## src/rtl/stack_arbiter.sv

```systemverilog
// -----------------------------------------------------------------------------
// stack_arbiter
//
// Purpose:
//   Shares one LIFO stack between two requesters. Requests are granted
//   round-robin with one operation in flight at a time. The arbiter keeps the
//   authoritative occupancy count and full/empty flags, and rejects illegal
//   operations (push when full, pop when empty) before they reach the stack.
//
// Ports:
//   clk                 rising-edge clock
//   reset               asynchronous active-low reset
//   req0/op0/din0       requester 0 request (held until ack0), op (1=push,
//                       0=pop), push data
//   ack0/err0           requester 0 one-cycle completion pulse / reject flag
//   req1/op1/din1       requester 1 request, op, push data
//   ack1/err1           requester 1 completion pulse / reject flag
//   rsp_data/rsp_valid  popped value and its one-cycle valid pulse
//   rsp_id              requester that owns rsp_data
//   stk_push/stk_pop    one-cycle strobes to the stack
//   stk_din             push data to the stack
//   stk_dout            stack top-of-stack output (holds popped entry the
//                       cycle after the pop edge)
//   count/full/empty    occupancy and its decoded flags
//
// States:
//   state      | meaning
//   -----------+-----------------------------------------------------------
//   S_IDLE     | arbitrate; latch grant; issue strobe or reject
//   S_ISSUE    | strobe visible; stack acts on closing edge; count updates
//   S_POP_WAIT | stk_dout holds popped entry; capture it into rsp_data
//   S_ACK      | ack/err/rsp_valid visible for exactly this cycle
// -----------------------------------------------------------------------------
module stack_arbiter #(
    parameter  int WIDTH = 2,
    parameter  int DEPTH = 256,
    localparam int CW    = $clog2(DEPTH) + 1
) (
    input  logic             clk,
    input  logic             reset,
    input  logic             req0,
    input  logic             op0,
    input  logic [WIDTH-1:0] din0,
    output logic             ack0,
    output logic             err0,
    input  logic             req1,
    input  logic             op1,
    input  logic [WIDTH-1:0] din1,
    output logic             ack1,
    output logic             err1,
    output logic [WIDTH-1:0] rsp_data,
    output logic             rsp_valid,
    output logic             rsp_id,
    output logic             stk_push,
    output logic             stk_pop,
    output logic [WIDTH-1:0] stk_din,
    input  logic [WIDTH-1:0] stk_dout,
    output logic [CW-1:0]    count,
    output logic             full,
    output logic             empty
);

    typedef enum logic [1:0] {
        S_IDLE     = 2'd0,
        S_ISSUE    = 2'd1,
        S_POP_WAIT = 2'd2,
        S_ACK      = 2'd3
    } state_t;

    localparam logic [CW-1:0] C_DEPTH = CW'(DEPTH);

    state_t            r_state;
    state_t            w_state_nxt;

    logic              r_last;      // id granted most recently
    logic              r_gnt_id;
    logic              r_gnt_op;
    logic [CW-1:0]     r_count;
    logic              r_ack0, r_ack1, r_err0, r_err1;
    logic              r_rsp_valid, r_rsp_id;
    logic [WIDTH-1:0]  r_rsp_data;
    logic              r_stk_push, r_stk_pop;
    logic [WIDTH-1:0]  r_stk_din;

    logic              w_last_nxt, w_gnt_id_nxt, w_gnt_op_nxt;
    logic [CW-1:0]     w_count_nxt;
    logic              w_ack0_nxt, w_ack1_nxt, w_err0_nxt, w_err1_nxt;
    logic              w_rsp_valid_nxt, w_rsp_id_nxt;
    logic [WIDTH-1:0]  w_rsp_data_nxt;
    logic              w_stk_push_nxt, w_stk_pop_nxt;
    logic [WIDTH-1:0]  w_stk_din_nxt;

    logic              w_req_any;
    logic              w_gnt_id;
    logic              w_op;
    logic [WIDTH-1:0]  w_din;
    logic              w_full, w_empty;
    logic              w_legal;

    // Arbitration: a lone requester wins outright; on contention the
    // requester not granted last wins. r_last resets to 1 so 0 wins first.
    assign w_req_any = req0 | req1;
    assign w_gnt_id  = (req0 & req1) ? ~r_last : req1;
    assign w_op      = w_gnt_id ? op1  : op0;
    assign w_din     = w_gnt_id ? din1 : din0;

    assign w_full    = (r_count == C_DEPTH);
    assign w_empty   = (r_count == '0);
    assign w_legal   = w_op ? ~w_full : ~w_empty;

    // State and output registers
    always_ff @(posedge clk or negedge reset) begin
        if (!reset) begin
            r_state     <= S_IDLE;
            r_last      <= 1'b1;
            r_gnt_id    <= 1'b0;
            r_gnt_op    <= 1'b0;
            r_count     <= '0;
            r_ack0      <= 1'b0;
            r_ack1      <= 1'b0;
            r_err0      <= 1'b0;
            r_err1      <= 1'b0;
            r_rsp_valid <= 1'b0;
            r_rsp_id    <= 1'b0;
            r_rsp_data  <= '0;
            r_stk_push  <= 1'b0;
            r_stk_pop   <= 1'b0;
            r_stk_din   <= '0;
        end else begin
            r_state     <= w_state_nxt;
            r_last      <= w_last_nxt;
            r_gnt_id    <= w_gnt_id_nxt;
            r_gnt_op    <= w_gnt_op_nxt;
            r_count     <= w_count_nxt;
            r_ack0      <= w_ack0_nxt;
            r_ack1      <= w_ack1_nxt;
            r_err0      <= w_err0_nxt;
            r_err1      <= w_err1_nxt;
            r_rsp_valid <= w_rsp_valid_nxt;
            r_rsp_id    <= w_rsp_id_nxt;
            r_rsp_data  <= w_rsp_data_nxt;
            r_stk_push  <= w_stk_push_nxt;
            r_stk_pop   <= w_stk_pop_nxt;
            r_stk_din   <= w_stk_din_nxt;
        end
    end

    // Next-state logic
    always_comb begin
        w_state_nxt = r_state;
        unique case (r_state)
            S_IDLE: begin
                if (w_req_any) begin
                    w_state_nxt = w_legal ? S_ISSUE : S_ACK;
                end
            end
            S_ISSUE:    w_state_nxt = r_gnt_op ? S_ACK : S_POP_WAIT;
            S_POP_WAIT: w_state_nxt = S_ACK;
            S_ACK:      w_state_nxt = S_IDLE;
            default:    w_state_nxt = S_IDLE;
        endcase
    end

    // Output / datapath next values; pulses default low so each lasts a cycle
    always_comb begin
        w_last_nxt      = r_last;
        w_gnt_id_nxt    = r_gnt_id;
        w_gnt_op_nxt    = r_gnt_op;
        w_count_nxt     = r_count;
        w_ack0_nxt      = 1'b0;
        w_ack1_nxt      = 1'b0;
        w_err0_nxt      = 1'b0;
        w_err1_nxt      = 1'b0;
        w_rsp_valid_nxt = 1'b0;
        w_rsp_id_nxt    = r_rsp_id;
        w_rsp_data_nxt  = r_rsp_data;
        w_stk_push_nxt  = 1'b0;
        w_stk_pop_nxt   = 1'b0;
        w_stk_din_nxt   = r_stk_din;

        unique case (r_state)
            S_IDLE: begin
                if (w_req_any) begin
                    // Pointer moves on every grant, rejected ones included
                    w_last_nxt   = w_gnt_id;
                    w_gnt_id_nxt = w_gnt_id;
                    w_gnt_op_nxt = w_op;
                    if (w_legal) begin
                        if (w_op) begin
                            w_stk_push_nxt = 1'b1;
                            w_stk_din_nxt  = w_din;
                        end else begin
                            w_stk_pop_nxt  = 1'b1;
                        end
                    end else if (w_gnt_id) begin
                        w_ack1_nxt = 1'b1;
                        w_err1_nxt = 1'b1;
                    end else begin
                        w_ack0_nxt = 1'b1;
                        w_err0_nxt = 1'b1;
                    end
                end
            end
            S_ISSUE: begin
                if (r_gnt_op) begin
                    w_count_nxt = r_count + CW'(1);
                    w_ack0_nxt  = ~r_gnt_id;
                    w_ack1_nxt  = r_gnt_id;
                end else begin
                    w_count_nxt = r_count - CW'(1);
                end
            end
            S_POP_WAIT: begin
                w_rsp_data_nxt  = stk_dout;
                w_rsp_id_nxt    = r_gnt_id;
                w_rsp_valid_nxt = 1'b1;
                w_ack0_nxt      = ~r_gnt_id;
                w_ack1_nxt      = r_gnt_id;
            end
            default: ;
        endcase
    end

    assign ack0      = r_ack0;
    assign ack1      = r_ack1;
    assign err0      = r_err0;
    assign err1      = r_err1;
    assign rsp_data  = r_rsp_data;
    assign rsp_valid = r_rsp_valid;
    assign rsp_id    = r_rsp_id;
    assign stk_push  = r_stk_push;
    assign stk_pop   = r_stk_pop;
    assign stk_din   = r_stk_din;
    assign count     = r_count;
    assign full      = w_full;
    assign empty     = w_empty;

endmodule

```

## config.mk

```make
export PLATFORM = sky130hd
export DESIGN_NAME = stack_arbiter
export DESIGN_NICKNAME = d
export VERILOG_FILES = /design/src/rtl/stack_arbiter.sv
export SDC_FILE = /design/constraint.sdc
export NUM_CORES = 1
export LEC_CHECK = 0
export ABC_AREA = 1
export CAP_MARGIN = 20
export CORE_MARGIN = 1.5
export CORE_UTILIZATION = 40
export CTS_BUF_LIST = sky130_fd_sc_hd__clkbuf_16
export CTS_CLUSTER_DIAMETER = 100
export DETAILED_ROUTE_END_ITERATION = 16
export PLACE_DENSITY = 0.68
export SLEW_MARGIN = 20
export SYNTH_ARGS = -nofsm -noshare
export SYNTH_HDL_FRONTEND = slang
export SYNTH_SLANG_ARGS = --single-unit
```

## constraint.sdc

```tcl
create_clock -name clk -period 1.55 [get_ports clk]
set_input_delay 0.155 -clock clk [delete_from_list [all_inputs] [get_ports clk]]
set_output_delay 0.155 -clock clk [all_outputs]
set_load 0.1 [all_outputs]
```

# Yosys cells after proc, flatten, opt, wreduce, memory -nomap -nowiden
# Index checks and enable logic that the tools add are counted.
# totals
regBits	26
input_bits	12
output_inout_bits	23
word_cells	62
# op_classes
addsub	2
eq_ne	5
muxes	30
bitwise	6
n_reduce_logical	4
# op_table
op	count
$mux 1	23
$add 9x1->9 const B	1
$eq 9x9->1 const B	1
$logic_not 9->1	1
$mux 9	1
$sub 9x1->9 const B	1
$pmux 2 s4	1
$mux 2	3
$pmux 1 s3	2
$eq 2x2->1 const B	2
$not 1->1	4
$reduce_and 4->1	1
$eq 2x1->1 const B	1
$logic_not 2->1	1
$ne 2x2->1 const B	1
$reduce_and 2->1	1
$and 1x1->1	1
$or 1x1->1	1

# Longest topological paths before layout
# Gate-level depths: netlist of the first run.
# depth
word_depth	7
mapped_depth	12
ltp_nobuf	12

# Worst setup path before layout of the first run
# OpenSTA, ideal clock, no wires.
# synth_timing
kind	flip-flop to flip-flop
from	register r_count[0], in the netlist count[0]
to	register r_count[8], in the netlist count[8]
setup_time_ns	0.120
arrival_ns	2.102
t_required_ns	1.430
setup_slack_ns	-0.673
stages_incl_launch_ff	9
path_buffers	0
period_less_slack_ns	2.223
path_cell_list	dfrtp_1 -> inv_1 -> fa_1 -> o21ai_2 -> nand2_1 -> nand3_1 -> nand2_1 -> nand2_1 -> nand2_1
# synth_between
elab_chain_cells	2
word_cells_on_any_way	3
classes_between	add/sub: 2; mux: 1
# synth_rtl
item	line_no	text
start, declared	78	logic [CW-1:0] r_count;
start signal, assigned	134	r_count <= w_count_nxt;
$sub 9x1->9 or $add 9x1->9 (tied branches)	210, 206	
$mux 9 *	205	if (r_gnt_op) begin
# Mark *: on every way between the ends. The rest lies on a longest branch, timed or not.
# A chain may end at the register's enable or synchronous reset.

# Worst setup path after layout of the first run
# layout_timing
from	register r_count[7], in the netlist count[7]
to	output port empty
# layout_between
elab_chain_cells	1
# layout_rtl
item	line_no	text
$logic_not 9->1	108	assign w_empty = (r_count == '0);
end, declared	60	output logic empty
# Every way passes these cells.

==> results of run 1 <==
critical path, cell delays in order, from the launching register on:
cell and delay (ns):
dfrtp_4 0.51, nor2_2 0.12, nand2_2 0.09, nor2_4 0.15, nand2_2 0.09, clkinvlp_4 0.09
buf_12 0.17
synth_stat cells:
cell / n / area share (%)
a21oi_1: 7 / 2.2
a21oi_2: 1 / 0.55
a31oi_1: 1 / 0.40
buf_2: 1 / 0.32
clkinv_1: 1 / 0.24
dfrtp_1: 25 / 40
dfstp_2: 1 / 1.7
fa_1: 1 / 1.3
ha_1: 12 / 9.5
inv_1: 25 / 5.9
inv_2: 2 / 0.48
mux2_2: 2 / 1.4
nand2_1: 57 / 14
nand2_2: 6 / 2.4
nand2_4: 2 / 1.4
nand3_1: 10 / 3.2
nand3_2: 2 / 1.3
nand4_1: 2 / 0.79
nor2_1: 13 / 3.1
nor2_2: 3 / 1.2
nor2_4: 2 / 1.4
nor3_1: 1 / 0.32
o21ai_0: 6 / 1.9
o21ai_1: 4 / 1.3
o21ai_2: 1 / 0.55
o21bai_1: 1 / 0.48
or2_1: 1 / 0.40
or2_2: 1 / 0.40
or2_4: 1 / 0.55
xnor2_1: 3 / 1.7
xor2_1: 1 / 0.55
stage by stage:
| stage | worst slack (ns) | instances | area, µm² | util [%] | setup TNS [ns] |
|---|---|---|---|---|---|
| final | -0.0869 | 293 | 2620 | 70.5 | -0.164 |
| after global routing | -0.158 | 293 | 2620 | 70.5 | -0.514 |
| after detailed placement | -0.0310 | 283 | 2360 | 63.6 | -0.0310 |
| after floorplan | -0.0908 | 196 | 1690 | - | -0.243 |
| after global placement | 0.0278 | 283 | 2360 | 63.6 | 0 |
| after CTS | -0.101 | 289 | 2510 | 67.5 | -0.215 |
cell families after synthesis:
group           after synthesis  share of synthesized area (%)
compound gates               21                           7.37
xor+xnor                      4                           2.22
fa+ha+maj                    13                           10.8
buf+inv                      29                           6.97
flops                        26                           41.3
mux                           2                           1.43
simple gates                101                           30.0
registers in the layout, summed over array words and instances, names as in the netlist:
signal	flops
rsp_data	2
r_gnt_op	1
ack1	1
stk_push	1
count	9
ack0	1
err0	1
r_last	1
r_gnt_id	1
stk_pop	1
rsp_id	1
r_state	2
rsp_valid	1
stk_din	2
err1	1
per-layer routing:
metal,wire length [µm],part of all wire (%)
met1,1670,48
met5,0,0
met3,157,4.5
met2,1640,47
met4,25,0.71
worst paths after layout:
| path | startpoint | to | slack [ns] | depth (start not counted) |
|---|---|---|---|---|
| setup / recovery | count[7]$_DFFE_PN0P_ | empty | -0.09 | 6 |
| hold / removal | reset | count[0]$_DFFE_PN0P_ | 0.26 | 2 |
| setup reg to reg | r_gnt_op$_DFFE_PN0P_ | count[8]$_DFFE_PN0P_ | -0.03 | 10 |
| hold reg to reg | r_last$_DFFE_PN1P_ | r_last$_DFFE_PN1P_ | 0.47 | 2 |
| max in group asynchronous | reset | r_last$_DFFE_PN1P_ | 0.99 | 2 |
| min in group clk | r_last$_DFFE_PN1P_ | r_last$_DFFE_PN1P_ | 0.47 | 2 |
layout make-up:
type	count	area [µm²]
inverters	28	115
flip-flops and latches	26	683
multi-input cells	141	987
clock inverters	1	30.0
well taps	48	60.1
repair buffers	46	668
clock buffers	3	75.1
fillers	276	1100
repair_timing:
action / 4_1_cts / 5_1_grt
gates resized for setup: 6 / 14
endpoints found under the setup margin: 3 / 11
gates cloned: 0 / 0
setup buffers: 3 / 4
pin swaps: 4 / 6
==> key figures, run 1 <==
Route
  – 1st-iter DRT viols: 52
  – Vias after detailed routing: about 1400
  – Vias per cell: 4.70
  – WL final: 3500 µm
  – DRC: 0
  – DR pass1 iterations: 4
  – WL per Instance: about 12 µm
  – DRT antenna net count: 0

Place
  – Placer Congestion: 0.923
  – DP Wirelength: between 2000 and 3000 µm
  – Port Buffers: 34

STA
  – Final period utilization: 106%
  – Slew margin rel.: about 77%
  – FMAX: slightly above 600 MHz
  – Minimum clock period: roughly 1.6 ns
  – Worst-case clock skew: 0.00576 ns
  – Final hold vios: 0
  – Final setup fails: 4
  – Final WS setup: -0.0869 ns
  – Slew Viols, Final: 0
  – Unrepaired setup endpoints after global routing: true
  – Post-route worst hold slack: approximately 0.26 ns
  – Least-Margin Pin Slew: about 0.35 ns

Clock tree
  – H-tree Lvls: 1
  – CTS tree: built
  – Clk sink count: 26
  – Clock tree buffer depth: 2
  – CTS Buf Count: 3
  – Clk_lat worst skew: 0.26 ns
  – CTS clock-pin slew for the worst setup and hold paths: approximately 0.070 ns
  – Hold-fix buffers at CTS: 0
  – Clk Tree Root Cell: clkbuf_16

Hold path
  – Min-Delay Path Class: in2async

Finish
  – Share of cells above drive strength 1: a little under 40%
  – Commonest non-fill, non-tap cell in the layout: nand2_1
  – Final #Nets: between 200 and 300
  – Most frequent cells in the layout: nand2_1, buf_12, inv_1, dfrtp_1, nor2_1
  – Area Growth Syn to Fin: 65.8%
  – Antenna cells: 0

GRT
  – GR Util met3: approximately 3.2%
  – Vias in the first global route: 1288
  – Met2 Use GR: between 20 and 30%
  – Largest net degree at the start of global routing: 27
  – Initial antenna violation count: 0
  – Global Route Usage Sum: 17.5%
  – Global-route wire length before repair: 5790 µm
  – GR Overflow Total: 0
  – Layer with the highest usage: met2
  – Met1 Track Usage GR: a little under a quarter

Run
  – Max-cap violations: 0

Die
  – Initial Util: 42.5%
  – IO Pins: 35
  – Die Width: approximately 66 µm
  – Die Area: 4330 µm²
  – Core area: roughly 3700 µm²
  – Num rows: 22
  – Die H: around 66 µm

Setup path
  – Startpoint types: register
  – Type of destination of the critical path: output pin
  – CP Data Arrival Time: around 1.5 ns
  – Setup CP Type: reg2out
  – Crit path max fanout: 4
  – WP data required: about 1.4 ns

Logic synthesis
  – YS warnings: 0
  – Register bit total from synthesis: 26
  – Register area share after synthesis: 41.3%
  – Mapped Cells: about 200
  – Syn_nets: about 220
  – Mapped Area: between 1500 and 2000 µm²
  – Post-synthesis area per instance: approximately 8 µm²
  – Unique masters post-synth: 31

Outcome
  – Outcome: finished, violations left
  – Failing checks: setup timing
Power of run 1 is not shown: default switching activity piles up to over one toggle a cycle in this logic, so the estimate is an artifact.
==> run 2, diff against run 1 <==
- GPL_ROUTABILITY_DRIVEN: not set -> 1
==> results of run 2 <==
Same layout as run 1: the final DEF is identical, and so are final timing and power.
Power of run 2 is left out for the same reason.
